File: config.mk
export PLATFORM = sky130hd
export DESIGN_NAME = ternary_neuron_popcount_seq
export DESIGN_NICKNAME = d
export VERILOG_FILES = /design/src/rtl/ternary_neuron_pkg.sv /design/src/rtl/ternary_neuron_popcount_seq_core.sv /design/src/rtl/ternary_neuron_popcount_seq.sv
export SDC_FILE = /design/constraint.sdc
export NUM_CORES = 1
export LEC_CHECK = 0
export CAP_MARGIN = 20
export CORE_MARGIN = 2
export CORE_UTILIZATION = 48
export DETAILED_ROUTE_END_ITERATION = 16
export PLACE_DENSITY_LB_ADDON = 0.15
export SLEW_MARGIN = 20
export SYNTH_ARGS = -nofsm -noshare
export SYNTH_HDL_FRONTEND = slang
export SYNTH_SLANG_ARGS = --single-unit
File: constraint.sdc
create_clock -name clk -period 7.1 [get_ports clk]
set_clock_uncertainty 0.05 [all_clocks]
set_input_delay 0.71 -clock clk [delete_from_list [all_inputs] [get_ports clk]]
set_output_delay 0.71 -clock clk [all_outputs]
set_load 0.01 [all_outputs]
File: src/rtl/ternary_neuron_pkg.sv
// Shared types and constants for the ternary neuron popcount sequencer.
// Activation codes are two's complement views of +1, -1 and 0.
package ternary_neuron_pkg;

   localparam int CHUNK_W = 18;
   localparam int PC_W    = 5;

   typedef enum logic [1:0] {
      ACCEPT  = 2'd0,
      CNT_POS = 2'd1,
      CNT_NEG = 2'd2,
      RESULT  = 2'd3
   } state_e;

   localparam logic [1:0] ACT_POS  = 2'b01;
   localparam logic [1:0] ACT_NEG  = 2'b11;
   localparam logic [1:0] ACT_ZERO = 2'b00;

   typedef struct packed {
      logic [CHUNK_W-1:0] pos;
      logic [CHUNK_W-1:0] neg;
      logic               last;
   } chunk_t;

endpackage

File: src/rtl/ternary_neuron_popcount_seq_core.sv
// Combinational 18-to-5 popcount shared by the positive and negative passes.
// APPROX selects the variant whose bit 4 is tied low; the sequencer uses the result as delivered.
module popcount18_shared_core
   import ternary_neuron_pkg::*;
#(
   parameter bit APPROX = 1'b0
) (
   input  logic [CHUNK_W-1:0] data_i,
   output logic [PC_W-1:0]    count_o
);

   logic [PC_W-1:0] exactCount;

   always_comb begin
      exactCount = '0;
      for (int i = 0; i < CHUNK_W; i++) begin
         exactCount = exactCount + {{(PC_W-1){1'b0}}, data_i[i]};
      end
   end

   generate
      if (APPROX) begin : gApprox
         assign count_o = {1'b0, exactCount[PC_W-2:0]};
      end else begin : gExact
         assign count_o = exactCount;
      end
   endgenerate

endmodule

File: src/rtl/ternary_neuron_popcount_seq.sv
// Ternary neuron evaluator: one popcount core is time-shared over the positive and
// negative match vectors of each chunk, accumulating pos - neg before thresholding.
module ternary_neuron_popcount_seq
   import ternary_neuron_pkg::*;
#(
   parameter int MAX_CHUNKS  = 16,
   parameter int ACC_W       = 10,
   parameter bit APPROX_CORE = 1'b0
) (
   input  logic                    clk,
   input  logic                    rst,
   input  logic                    in_valid,
   output logic                    in_ready,
   input  logic [CHUNK_W-1:0]      in_pos,
   input  logic [CHUNK_W-1:0]      in_neg,
   input  logic                    in_last,
   input  logic signed [ACC_W-1:0] thr_hi,
   input  logic signed [ACC_W-1:0] thr_lo,
   output logic                    out_valid,
   input  logic                    out_ready,
   output logic signed [ACC_W-1:0] out_sum,
   output logic [1:0]              out_act,
   output logic                    err_overrun
);

   localparam int CNT_W = $clog2(MAX_CHUNKS + 1);

   state_e                  state_q, state_d;
   chunk_t                  chunk_q, chunk_d;
   logic [CNT_W-1:0]        chunkCnt_q, chunkCnt_d;
   logic signed [ACC_W-1:0] acc_q, acc_d;
   logic signed [ACC_W-1:0] thrHi_q, thrHi_d;
   logic signed [ACC_W-1:0] thrLo_q, thrLo_d;
   logic                    errOverrun_q, errOverrun_d;

   logic [CHUNK_W-1:0]      coreIn;
   logic [PC_W-1:0]         coreCount;
   logic signed [ACC_W-1:0] countExt;
   logic                    acceptFire;
   logic                    cntAtLimit;
   logic                    resultFire;

   assign acceptFire = (state_q == ACCEPT) && in_valid;
   assign resultFire = (state_q == RESULT) && out_ready;
   assign cntAtLimit = (chunkCnt_q == CNT_W'(MAX_CHUNKS - 1));

   // Idle cycles feed zeros so the shared core does not toggle.
   always_comb begin
      coreIn = '0;
      if (state_q == CNT_POS) begin
         coreIn = chunk_q.pos;
      end else if (state_q == CNT_NEG) begin
         coreIn = chunk_q.neg;
      end
   end

   popcount18_shared_core #(
      .APPROX (APPROX_CORE)
   ) uCore (
      .data_i  (coreIn),
      .count_o (coreCount)
   );

   assign countExt = $signed(ACC_W'(coreCount));

   always_ff @(posedge clk) begin
      if (rst) begin
         state_q <= ACCEPT;
      end else begin
         state_q <= state_d;
      end
   end

   always_comb begin
      state_d = state_q;
      case (state_q)
         ACCEPT:  if (in_valid) state_d = CNT_POS;
         CNT_POS: state_d = CNT_NEG;
         CNT_NEG: state_d = (chunk_q.last || cntAtLimit) ? RESULT : ACCEPT;
         RESULT:  if (out_ready) state_d = ACCEPT;
         default: state_d = ACCEPT;
      endcase
   end

   always_ff @(posedge clk) begin
      if (rst) begin
         chunk_q      <= '0;
         chunkCnt_q   <= '0;
         acc_q        <= '0;
         thrHi_q      <= '0;
         thrLo_q      <= '0;
         errOverrun_q <= 1'b0;
      end else begin
         chunk_q      <= chunk_d;
         chunkCnt_q   <= chunkCnt_d;
         acc_q        <= acc_d;
         thrHi_q      <= thrHi_d;
         thrLo_q      <= thrLo_d;
         errOverrun_q <= errOverrun_d;
      end
   end

   // Thresholds belong to the neuron, so only the first chunk of an evaluation loads them.
   always_comb begin
      chunk_d      = chunk_q;
      chunkCnt_d   = chunkCnt_q;
      acc_d        = acc_q;
      thrHi_d      = thrHi_q;
      thrLo_d      = thrLo_q;
      errOverrun_d = errOverrun_q;
      if (acceptFire) begin
         chunk_d.pos  = in_pos;
         chunk_d.neg  = in_neg;
         chunk_d.last = in_last;
         if (chunkCnt_q == '0) begin
            thrHi_d = thr_hi;
            thrLo_d = thr_lo;
         end
      end
      if (state_q == CNT_POS) begin
         acc_d = acc_q + countExt;
      end
      if (state_q == CNT_NEG) begin
         acc_d      = acc_q - countExt;
         chunkCnt_d = chunkCnt_q + CNT_W'(1);
         if (!chunk_q.last && cntAtLimit) begin
            errOverrun_d = 1'b1;
         end
      end
      if (resultFire) begin
         acc_d      = '0;
         chunkCnt_d = '0;
      end
   end

   always_comb begin
      in_ready  = (state_q == ACCEPT);
      out_valid = (state_q == RESULT);
      out_sum   = acc_q;
      out_act   = ACT_ZERO;
      if (state_q == RESULT) begin
         if (acc_q >= thrHi_q) begin
            out_act = ACT_POS;
         end else if (acc_q <= thrLo_q) begin
            out_act = ACT_NEG;
         end
      end
   end

   assign err_overrun = errOverrun_q;

endmodule

==> reports/results.md <==
| Metric | Value | Unit |
|---|---|---|
| Outcome | complete, no violations | - |
| Antenna violations before repair | 0 | - |
| Floorplan Core Area | 8810 | sq um |
| Net total in the final layout | 753 | - |
| Number of violations of the max-capacitance limit | 0 | - |
| CTS Root Cell | sky130_fd_sc_hd__clkbuf_8 | - |
| Switching part of the total | 40.9 | % |
| Total of flip-flops plus latches after synthesis | 75 | - |
| Unrepaired setup endpoints after global routing | no | - |
| Worst R2R Start | state_q[1] | - |
| Worst vdd ir | 209 | uV |
| Total of buffers placed on input and output ports | 75 | - |
| Arrival time reported for the critical path endpoint | 6.93 | ns |
| # setup viols final | 0 | - |
| Number of global-route vias before repair | 3824 | - |
| Largest net degree at the start of global routing | 63 | - |
| Family of cells with the greatest summed delay on the critical path | adder cells | - |
| Worst hold path class | reg -> reg | - |
| Max Fanout on Critical Path | 11 | - |
| Sequence of cells on the critical path | inv_1 > ha_1 > nand2_1 > o21ai_0 > ha_1 > fa_1 > fa_1 > fa_1 > inv_1 > fa_1 > fa_1 > fa_1 > ha_1 > nand2_1 > nor2_1 > ha_1 > a21oi_1 > ha_1 > a21o_1 > a21oi_1 > o21a_1 > a211o_1 > and3_1 > o21a_1 | - |
| Horiz. Die Dim | 99.7 | microns |
| Sequential fraction of design power | 24.7 | % |
| Endpoint required time on the critical path | 7.29 | ns |
| DRC violation count after routing | 0 | - |
| Static leakage | 2.21 | nW |
| Initial Utilization | 49.9 | % |
| Most instantiated flip-flop cell in the synthesis netlist | sky130_fd_sc_hd__dfxtp_1 | - |
| Synthesized area | 4400 | sq um |
| Routed wirelength normalized by instance count | 13.6 | microns |
| Antenna cell count | 0 | - |
| # fillers | 796 | - |
| Combinational Power Share | 57.9 | % |
| TritonCTS Buffers | 9 | - |
| Ratio of routed vias to standard cells | 5.24 | - |
| Cell repeated most along the worst path | sky130_fd_sc_hd__fa_1 | - |
| Wire length of the first global-routing pass | 17100 | microns |
| Worst setup path endpoint | out_sum[9] | - |
| Cell with the largest stage delay on the worst path | sky130_fd_sc_hd__fa_1 | - |
| 1st-pass router iterations | 5 | - |
| Fraction of layout cells with a size suffix above 1 | 3.44 | % |
| Relative contribution of the clock network to total power | 17.4 | % |
| Peak per-stage delay on the critical path | 0.55 | ns |
| Kind of critical path | reg -> reg | - |
| Number of instances in the synthesized netlist | 573 | - |
| R2r setup slk | 0.36 | ns |
| Final hold viol count | 0 | - |
| Remaining Overflow, GRT | 0 | - |
| Top Ports | 76 | - |
| Final setup TNS | 0 | ns |
| Max Fclk | 148 | MHz |
| End of the worst register-to-register path | out_sum[9] | - |
| Wire length after detailed routing | 10200 | microns |
| TritonCTS Sinks | 75 | - |
| Total power per unit cell area | 409 | nW/um^2 |
| CP Depth | 24 | - |
| Height of the die | 99.7 | microns |
| Row cnt | 34 | - |
| TritonCTS clock tree | built | - |
| Sequential-to-total area share from yosys stat | 34.2 | % |
| Sort of element at the end of the critical path | register | - |
| Crit path time final | 6.74 | ns |
| Worst-case headroom to the max-slew limit | 44.7 | % |
| Deepest clock path buffer count | 2 | - |
| Total track usage | 21.5 | % |
| Final worst path period share | 94.9 | % |
| Die area | 9940 | sq um |
| Slew at the pin closest to its max-slew limit | 0.827 | ns |
| Total vias in the final route | 3920 | - |
| Startpoint of the most critical setup path | state_q[1] | - |
| Area growth, synth to finish | 23.7 | % |
| Net switching power of the design | 0.000910 | W |
| Reg2Reg Depth | 24 | - |
| Int Pwr | 0.00131 | W |
| Number of unique standard cell types used by synthesis | 40 | - |
| Number of nets still failing antenna checks after routing | 0 | - |
| CTS H-tree depth | 3 | - |
| Detailed Place HPWL | 7760 | microns |
| Final design area excluding fillers | 5440 | sq um |
| Clock transition at the register clock pins on the worst setup and hold paths after CTS | 0.07 | ns |
| Number of pins exceeding their max-slew limit in the final report | 0 | - |
| Synth Warn # | 0 | - |
| CP startpoint kind | register | - |
| Clock latency of the later-clocked register in the worst-skew pair | 0.35 | ns |
| Number of enable flip-flop cells after synthesis | 0 | - |
| Global placement routability congestion | 0.937 | - |
| Number of buffers and inverters on the critical path | 2 | - |
| Placed cell area | 5210 | sq um |
| Iter 0 DRT Violations | 165 | - |
| Mean post-synth cell area | 7.67 | sq um |
| Ys async rst share | 0 | % |
| Net count after synthesis | 690 | - |
| Hold buffer count at cts | 0 | - |
## routing by layer
| metal | routed length [microns] | vias to the layer above | GRT usage [%] |
|---|---|---|---|
| li1 | - | 2027 | - |
| met1 | 4520 | 1799 | 25.8 |
| met2 | 5050 | 76 | 37.7 |
| met3 | 308 | 18 | 4.36 |
| met4 | 276 | 0 | 8.32 |
| met5 | 0 | - | 0 |
## per-stage QoR
stage          util (%)  hold WS, ns  cells  setup slack (ns)  total power (W)
5_1_grt            61.8        0.427    748            0.0529          0.00245
6_report           61.8        0.408    748             0.364          0.00222
4_1_cts            61.8        0.411    748             0.369          0.00223
2_1_floorplan         -        0.386    573             0.525          0.00153
3_3_place_gp       59.1        0.395    733             0.623          0.00179
3_5_place_dp       59.2        0.400    733             0.436          0.00184
## cell usage after synthesis (5+ instances only)
cell | n | area (sq um)
sky130_fd_sc_hd__nor2_1 | 30 | 113
sky130_fd_sc_hd__mux2i_1 | 5 | 50.1
sky130_fd_sc_hd__nand4_1 | 5 | 31.3
sky130_fd_sc_hd__dfxtp_1 | 75 | 1500
sky130_fd_sc_hd__o21a_1 | 9 | 67.6
sky130_fd_sc_hd__nand2b_1 | 5 | 31.3
sky130_fd_sc_hd__inv_1 | 44 | 165
sky130_fd_sc_hd__xnor2_1 | 7 | 61.3
sky130_fd_sc_hd__nor3_1 | 9 | 45.0
sky130_fd_sc_hd__a21o_1 | 5 | 37.5
sky130_fd_sc_hd__fa_1 | 13 | 260
sky130_fd_sc_hd__nand2_1 | 154 | 578
sky130_fd_sc_hd__a21oi_1 | 78 | 390
sky130_fd_sc_hd__ha_1 | 43 | 538
sky130_fd_sc_hd__o21ai_0 | 19 | 95.1
sky130_fd_sc_hd__nor2b_1 | 7 | 43.8
sky130_fd_sc_hd__clkbuf_1 | 23 | 86.3
sky130_fd_sc_hd__a211oi_1 | 6 | 45.0
## tightest hold or removal path, stage by stage (launching register included)
cell	delay, ns
sky130_fd_sc_hd__dfxtp_1	0.31
sky130_fd_sc_hd__nand2_1	0.05
sky130_fd_sc_hd__a21oi_1	0.05
## power groups by stage
| stage | Combinational [W] | Sequential (W) | Clock [W] |
|---|---|---|---|
| global placement | 0.00123 | 0.000557 | 0 |
| floorplan | 0.000989 | 0.000543 | 0 |
| finish | 0.00129 | 0.000549 | 0.000388 |
| detailed placement | 0.00128 | 0.000560 | 0 |
| global route | 0.00147 | 0.000558 | 0.000416 |
| CTS | 0.00129 | 0.000550 | 0.000395 |
## final cells by class
type                       count  area (sq um)  area share (%)
multi-input combinational    425          2620            48.2
sequential                    75          1500            27.6
timing repair buffer          80           783            14.4
inverter                      45           169            3.11
tap                          108           135            2.48
clock buffer                  10           128            2.35
clock inverter                 5           103            1.89
## cell usage in the layout (no fill, tap or decap), types with 2 or more instances in the layout
cell,instances
sky130_fd_sc_hd__nand2_1,153
sky130_fd_sc_hd__a21oi_1,78
sky130_fd_sc_hd__dfxtp_1,75
sky130_fd_sc_hd__clkdlybuf4s50_1,74
sky130_fd_sc_hd__inv_1,44
sky130_fd_sc_hd__ha_1,43
sky130_fd_sc_hd__nor2_1,30
sky130_fd_sc_hd__o21ai_0,18
sky130_fd_sc_hd__fa_1,13
sky130_fd_sc_hd__o21a_1,9
sky130_fd_sc_hd__nor3_1,9
sky130_fd_sc_hd__clkbuf_8,9
sky130_fd_sc_hd__nor2b_1,7
sky130_fd_sc_hd__xnor2_1,7
sky130_fd_sc_hd__a211oi_1,6
sky130_fd_sc_hd__mux2i_1,5
sky130_fd_sc_hd__nand2b_1,5
sky130_fd_sc_hd__a21o_1,5
sky130_fd_sc_hd__nand4_1,5
sky130_fd_sc_hd__buf_4,5
sky130_fd_sc_hd__and3_1,3
sky130_fd_sc_hd__a31oi_1,3
sky130_fd_sc_hd__xor2_1,3
sky130_fd_sc_hd__bufinv_16,3
sky130_fd_sc_hd__o31ai_1,2
sky130_fd_sc_hd__o2111ai_1,2
sky130_fd_sc_hd__nor4b_1,2
sky130_fd_sc_hd__a211o_1,2
sky130_fd_sc_hd__nand3_1,2
## flip-flops by register name, indices dropped and copies added, names as in the netlist
signal and count:
err_overrun 1, chunkCnt_q 5, out_sum 10, chunk_q 37, thrHi_q 10, thrLo_q 10
state_q 2
## cells by family (layout without fill, tap and decap cells)
logic type	count (synthesis)	after routing	synth area share, %
simple gates	223	223	21.2
compound gates	131	131	17.0
flops	75	75	34.2
buf+inv	73	140	6.29
fa+ha+maj	56	56	18.2
xor+xnor	10	10	1.99
mux	5	5	1.14
## repair_timing
action | in CTS | in global routing
endpoints found under the setup margin | 0 | 1
setup buffers | 0 | 0
gates resized for setup | 0 | 1
## worst min path at each step
stage | from | end | slack (ns) | depth (start not counted)
finish | thrHi_q[6] | thrHi_q[6] | 0.41 | 2
global route | thrLo_q[6] | thrLo_q[6] | 0.43 | 2
floorplan | thrHi_q[1] | thrHi_q[1] | 0.39 | 2
global placement | thrHi_q[6] | thrHi_q[6] | 0.39 | 2
CTS | thrHi_q[6] | thrHi_q[6] | 0.41 | 2
detailed placement | chunk_q[29] | chunk_q[29] | 0.40 | 2
(Power assumes the default switching activity.)
